File: config.mk
export PLATFORM = sky130hd
export DESIGN_NAME = tsmac_gmii_tx_fifo_reader
export DESIGN_NICKNAME = d
export VERILOG_FILES = /design/src/rtl/tsmac_gmii_tx_fifo_reader.sv
export SDC_FILE = /design/constraint.sdc
export NUM_CORES = 1
export LEC_CHECK = 0
export ABC_AREA = 1
export BUFFER_PORTS_ARGS = -buffer_cell sky130_fd_sc_hd__buf_2
export CELL_PAD_IN_SITES_DETAIL_PLACEMENT = 1
export CELL_PAD_IN_SITES_GLOBAL_PLACEMENT = 1
export CORE_ASPECT_RATIO = 1.25
export CORE_MARGIN = 3
export CORE_UTILIZATION = 30
export CTS_CLUSTER_SIZE = 14
export DETAILED_ROUTE_END_ITERATION = 12
export PLACE_DENSITY_LB_ADDON = 0.1
export SLEW_MARGIN = 20
export SYNTH_ARGS = -nofsm -noshare
export SYNTH_HDL_FRONTEND = slang
export SYNTH_SLANG_ARGS = --single-unit
export TNS_END_PERCENT = 20
File: constraint.sdc
create_clock -name clk_i -period 3.39 [get_ports clk_i]
set_input_delay 0 -clock clk_i [delete_from_list [all_inputs] [get_ports clk_i]]
set_output_delay 0 -clock clk_i [all_outputs]
set_load 0.02 [all_outputs]
File: src/rtl/tsmac_gmii_tx_fifo_reader.sv
// GMII transmit reader: pops {err,eof,byte} words from the TX FIFO, adds preamble/SFD,
// enforces the inter-packet gap and aborts frames on underflow or jabber with tx_er.
module tsmac_gmii_tx_fifo_reader #(
  parameter int unsigned IpgCycles = 12,
  parameter int unsigned MaxFrame  = 1522,
  parameter int unsigned CntWidth  = 16
) (
  input  logic                clk_i,
  input  logic                rst_i,
  input  logic [9:0]          rd_data_i,
  input  logic                rd_empty_i,
  output logic                rd_en_o,
  output logic [7:0]          txd_o,
  output logic                tx_en_o,
  output logic                tx_er_o,
  output logic                busy_o,
  output logic                frame_done_o,
  output logic                underflow_err_o,
  output logic                jabber_err_o,
  output logic [CntWidth-1:0] frame_cnt_o
);

  localparam int unsigned ByteCntW = $clog2(MaxFrame + 1);
  localparam int unsigned IpgCntW  = $clog2(IpgCycles + 1);
  localparam logic [ByteCntW-1:0] MaxFrameW = ByteCntW'(MaxFrame);
  localparam logic [IpgCntW-1:0]  IpgLastW  = IpgCntW'(IpgCycles);

  typedef enum logic [2:0] {StIdle, StPre, StData, StAbort, StIpg} state_e;

  state_e                state_q, state_d;
  logic [2:0]            pre_cnt_q, pre_cnt_d;
  logic [ByteCntW-1:0]   byte_cnt_q, byte_cnt_d, byte_cnt_inc;
  logic [IpgCntW-1:0]    ipg_cnt_q, ipg_cnt_d;
  logic                  rd_en_q;
  logic [7:0]            txd_q, txd_d;
  logic                  tx_en_q, tx_en_d;
  logic                  tx_er_q, tx_er_d;
  logic                  frame_done_q, frame_done_d;
  logic                  underflow_q, underflow_d;
  logic                  jabber_q, jabber_d;
  logic [CntWidth-1:0]   frame_cnt_q, frame_cnt_d;
  logic                  rd_pop;
  logic                  eof_seen;

  assign eof_seen     = rd_en_q && rd_data_i[8];
  assign byte_cnt_inc = byte_cnt_q + 1'b1;

  always_comb begin
    state_d      = state_q;
    pre_cnt_d    = pre_cnt_q;
    byte_cnt_d   = byte_cnt_q;
    ipg_cnt_d    = ipg_cnt_q;
    txd_d        = 8'h00;
    tx_en_d      = 1'b0;
    tx_er_d      = 1'b0;
    frame_done_d = 1'b0;
    underflow_d  = 1'b0;
    jabber_d     = 1'b0;
    frame_cnt_d  = frame_cnt_q;
    rd_pop       = 1'b0;
    unique case (state_q)
      StIdle: begin
        if (!rd_empty_i) begin
          state_d    = StPre;
          txd_d      = 8'h55;
          tx_en_d    = 1'b1;
          pre_cnt_d  = 3'd1;
          byte_cnt_d = '0;
        end
      end
      StPre: begin
        tx_en_d   = 1'b1;
        pre_cnt_d = pre_cnt_q + 3'd1;
        if (pre_cnt_q == 3'd7) begin
          // First pop lands on rd_data while the SFD is on the wire.
          txd_d   = 8'hD5;
          rd_pop  = !rd_empty_i;
          state_d = StData;
        end else begin
          txd_d = 8'h55;
        end
      end
      StData: begin
        rd_pop  = !rd_empty_i && !eof_seen;
        tx_en_d = 1'b1;
        if (rd_en_q) begin
          txd_d      = rd_data_i[7:0];
          byte_cnt_d = byte_cnt_inc;
          if (rd_data_i[8]) begin
            tx_er_d      = rd_data_i[9];
            frame_done_d = 1'b1;
            frame_cnt_d  = frame_cnt_q + 1'b1;
            ipg_cnt_d    = '0;
            state_d      = StIpg;
          end else if (byte_cnt_inc == MaxFrameW) begin
            tx_er_d  = 1'b1;
            jabber_d = 1'b1;
            state_d  = StAbort;
          end else begin
            tx_er_d = rd_data_i[9];
          end
        end else begin
          tx_er_d     = 1'b1;
          underflow_d = 1'b1;
          state_d     = StAbort;
        end
      end
      StAbort: begin
        if (eof_seen) begin
          // tx_en is already low here, so this cycle counts as the first gap cycle.
          ipg_cnt_d = IpgCntW'(1);
          state_d   = StIpg;
        end else begin
          rd_pop = !rd_empty_i;
        end
      end
      StIpg: begin
        if (ipg_cnt_q == IpgLastW) begin
          state_d = StIdle;
        end else begin
          ipg_cnt_d = ipg_cnt_q + 1'b1;
        end
      end
      default: state_d = StIdle;
    endcase
  end

  assign rd_en_o = rd_pop && !rst_i;

  always_ff @(posedge clk_i) begin
    if (rst_i) begin
      state_q      <= StIdle;
      pre_cnt_q    <= '0;
      byte_cnt_q   <= '0;
      ipg_cnt_q    <= '0;
      rd_en_q      <= 1'b0;
      txd_q        <= 8'h00;
      tx_en_q      <= 1'b0;
      tx_er_q      <= 1'b0;
      frame_done_q <= 1'b0;
      underflow_q  <= 1'b0;
      jabber_q     <= 1'b0;
      frame_cnt_q  <= '0;
    end else begin
      state_q      <= state_d;
      pre_cnt_q    <= pre_cnt_d;
      byte_cnt_q   <= byte_cnt_d;
      ipg_cnt_q    <= ipg_cnt_d;
      rd_en_q      <= rd_en_o;
      txd_q        <= txd_d;
      tx_en_q      <= tx_en_d;
      tx_er_q      <= tx_er_d;
      frame_done_q <= frame_done_d;
      underflow_q  <= underflow_d;
      jabber_q     <= jabber_d;
      frame_cnt_q  <= frame_cnt_d;
    end
  end

  assign txd_o           = txd_q;
  assign tx_en_o         = tx_en_q;
  assign tx_er_o         = tx_er_q;
  assign busy_o          = (state_q != StIdle);
  assign frame_done_o    = frame_done_q;
  assign underflow_err_o = underflow_q;
  assign jabber_err_o    = jabber_q;
  assign frame_cnt_o     = frame_cnt_q;

endmodule

==> run metrics <==
# clock sinks=51; non-filler instance count after layout=512; worst vdd ir=0.150 mV; Post-Synth Simple-Gate Area=0.334; final hold violation count=0; Die Y=108 um; Initial Util=0.314; Req. time, crit path=3.64 ns; xor/xnor share of the synthesized area=0.0245; clk slew on worst S/H paths=0.10 ns; all-layer global routing usage=0.149; syn_area_per_cell=6.92 um2; R2R Path End=tx_er_o$_SDFF_PP0_; die span in x=87.8 um; Hold Path Class=in -> reg; Synth Flop Type=dfxtp_1; R2R Path Start=byte_cnt_q[0]$_SDFFE_PP0P_; first-pass GRT wire length=11500 um; worst skew pair latency=0.31 ns; synthesized-area fraction occupied by adder cells=0.0349; compound-gate portion of the synthesized area=0.114; area grow syn2layout=20.9%; worst-path fanout max=6; depth of the CTS H-tree=2; core footprint=7970 um2; placer congestion estimate=0.750; Final ANT Viol Nets=0; port bufs=43; CP max-delay cell=dfxtp_1; path depth of the worst reg2reg path=10; share of layout cells above drive strength 1=0.180; sequential area share after synthesis=0.407; Final min period=1.91 ns; Clock Path Buffers=2; post-route clock period utilization=0.563; cell with the most instances after synthesis=nand2_1; most frequent cells after synthesis=89 x nand2_1, 51 x dfxtp_1, 44 x nor2_1; Synth Register Bits=51; DRT iter0 DRCs=50; leakage=0.00128 uW; cell count after synthesis=362; diodes inserted=0; min-delay src=rd_data_i[8]; status=finished clean; EDFF count, synth=0; largest family of logic cells by synthesized area=simple AND/OR/NAND/NOR gates; R2R Setup Slk=1.48 ns; critical-path cell list=ha_1 > nand2_2 > nor2_4 > nand2_1 > nand2_1 > nand2_1 > nor2_1 > nand3_1 > or2_1 > a21oi_2; synth warn=0; DR DRC count=0; vias in the first global route=2483; # setup viols final=0; pin count of the biggest net entering global routing=33; critical path capture point type=register; DR WL/cell=13.0 um; Filler Cell Count=1019; Worst setup SP type=register; main area contributors after synthesis=dfxtp_1 41%, nand2_1 13%, nor2_1 6.6%, a21oi_1 6.0%, inv_1 6.0%; Worst-Margin Slew=0.758 ns; Detailed Route WL=6660 um; Post-Syn Area=2510 um2; post-DR vias/cell=4.79; root buffer cell=clkbuf_8; Unique masters post-synth=30; Clock Skew=0.00637 ns; Layout Utilization=0.380; Slew HR=0.494; share of the synthesized area in the top cell type=0.407; Pre-antenna DRT Iters=4; CP delay by family, top=simple AND/OR/NAND/NOR gates; Ports=44; fin nets=436; DR vias=2451; Die ar.=9490 um2; WHS Path Cells=3; Worst Hold Path EP=jabber_err_o$_SDFF_PP0_; Setup Crit Path Kind=reg -> reg; asr flop ratio synth=0; critical path arrival=2.16 ns; max cap viols=0; Overflow after GRT=0; placed cells=494; fmax=524 MHz; CTS tree=done; Buffers & Inverters on Critical Path=0; RSZ-0062 raised after global routing=false; PD cells=387 nW/um2; Synth Net Count=382; Post-DP HPWL=5050 um; max-slew violations=0; Inserted Clock Buffers=5; initial antenna violation count=0; post-route setup TNS=0 ns; row count=36; # Post-CTS Setup Buffers=0; leading area contributor after synthesis=dfxtp_1; max incr delay on CP=0.46 ns; Crit path top cell by count=nand2_1; mux share of post-synthesis cell area=0
## cell type report
type | instances | area (um2) | share of cell area
Tap cell | 95 | 119 | 0.0392
Multi-Input combinational cell | 255 | 1270 | 0.420
Clock buffer | 5 | 68.8 | 0.0227
Sequential cell | 51 | 1020 | 0.337
Clock inverter | 3 | 46.3 | 0.0153
Timing Repair Buffer | 53 | 315 | 0.104
Inverter | 50 | 188 | 0.0619
## flip-flops by register name, summed over array words and instances (netlist names)
name and cells:
txd_o 8, tx_en_o 1, frame_cnt_o 16, jabber_err_o 1
rd_en_q 1, state_q 3, pre_cnt_q 3, ipg_cnt_q 4
tx_er_o 1, byte_cnt_q 11, frame_done_o 1, underflow_err_o 1
## layout by cell type, fill, tap and decap left out, types with 5 or more instances in the layout
master,n
nor3_1,5
dlygate4sd3_1,10
clkbuf_8,5
inv_1,40
xor2_1,5
nand4_1,6
nand3_1,23
dfxtp_1,51
nor2_1,44
ha_1,7
a21oi_1,30
buf_2,43
nand2_1,89
o21ai_0,15
inv_2,10
## timing repair
| item | in CTS | in global routing |
|---|---|---|
| hold endpoints to repair | 10 | 0 |
| gates resized for setup | 0 | 0 |
| hold buffers | 10 | 0 |
## worst max path at each step
stage	depth (start not counted)	startpoint	endpoint	slack, ns
after floorplan	10	byte_cnt_q[0]$_SDFFE_PP0P_	tx_er_o$_SDFF_PP0_	1.85
after global placement	10	byte_cnt_q[0]$_SDFFE_PP0P_	tx_er_o$_SDFF_PP0_	1.49
after detailed placement	10	byte_cnt_q[0]$_SDFFE_PP0P_	tx_er_o$_SDFF_PP0_	1.49
after CTS	10	byte_cnt_q[0]$_SDFFE_PP0P_	tx_er_o$_SDFF_PP0_	1.46
after global routing	9	state_q[1]$_SDFFE_PP0P_	byte_cnt_q[6]$_SDFFE_PP0P_	1.23
final	10	byte_cnt_q[0]$_SDFFE_PP0P_	tx_er_o$_SDFF_PP0_	1.48
## metrics by stage
stage	power (uW)	cell area (um2)	hold WS (ns)	setup WS, ns
after floorplan	701	2510	0.0781	1.85
after global placement	737	2820	0.224	1.49
after detailed placement	740	2820	0.227	1.49
after CTS	1200	3030	0.0989	1.46
after global routing	1230	3030	0.0990	1.23
final	1170	3030	0.0874	1.48
## kinds of logic (layout without fill, tap and decap cells)
kind of cell / count (synthesis) / count (layout)
flops: 51 / 51
fa+ha+maj: 7 / 7
xor+xnor: 7 / 7
buf+inv: 56 / 111
simple gates: 187 / 187
compound gates: 54 / 54
## worst register-to-register path, stage by stage (launching register included)
cell and delay [ns]:
dfxtp_1 0.46, ha_1 0.22, nand2_2 0.13, nor2_4 0.17
nand2_1 0.06, nand2_1 0.09, nand2_1 0.05, nor2_1 0.10
nand3_1 0.14, or2_1 0.30, a21oi_2 0.13
## where the power goes
| part | total (uW) | switching [uW] | leakage [uW] | internal [uW] |
|---|---|---|---|---|
| Combinational | 110 | 72.6 | 0.000808 | 37.6 |
| Clock | 441 | 219 | 0.0000548 | 223 |
| Sequential | 622 | 8.29 | 0.000413 | 614 |
| Total | 1170 | 300 | 0.00128 | 874 |
## metal layers
layer,global-route usage,vias to the layer above,part of all wire
met2,0.265,38,0.50
met5,0,-,0
met1,0.184,1140,0.46
li1,-,1266,-
met3,0.0229,7,0.027
met4,0.0417,0,0.016
Note: power is estimated with default switching activity, not from simulation.
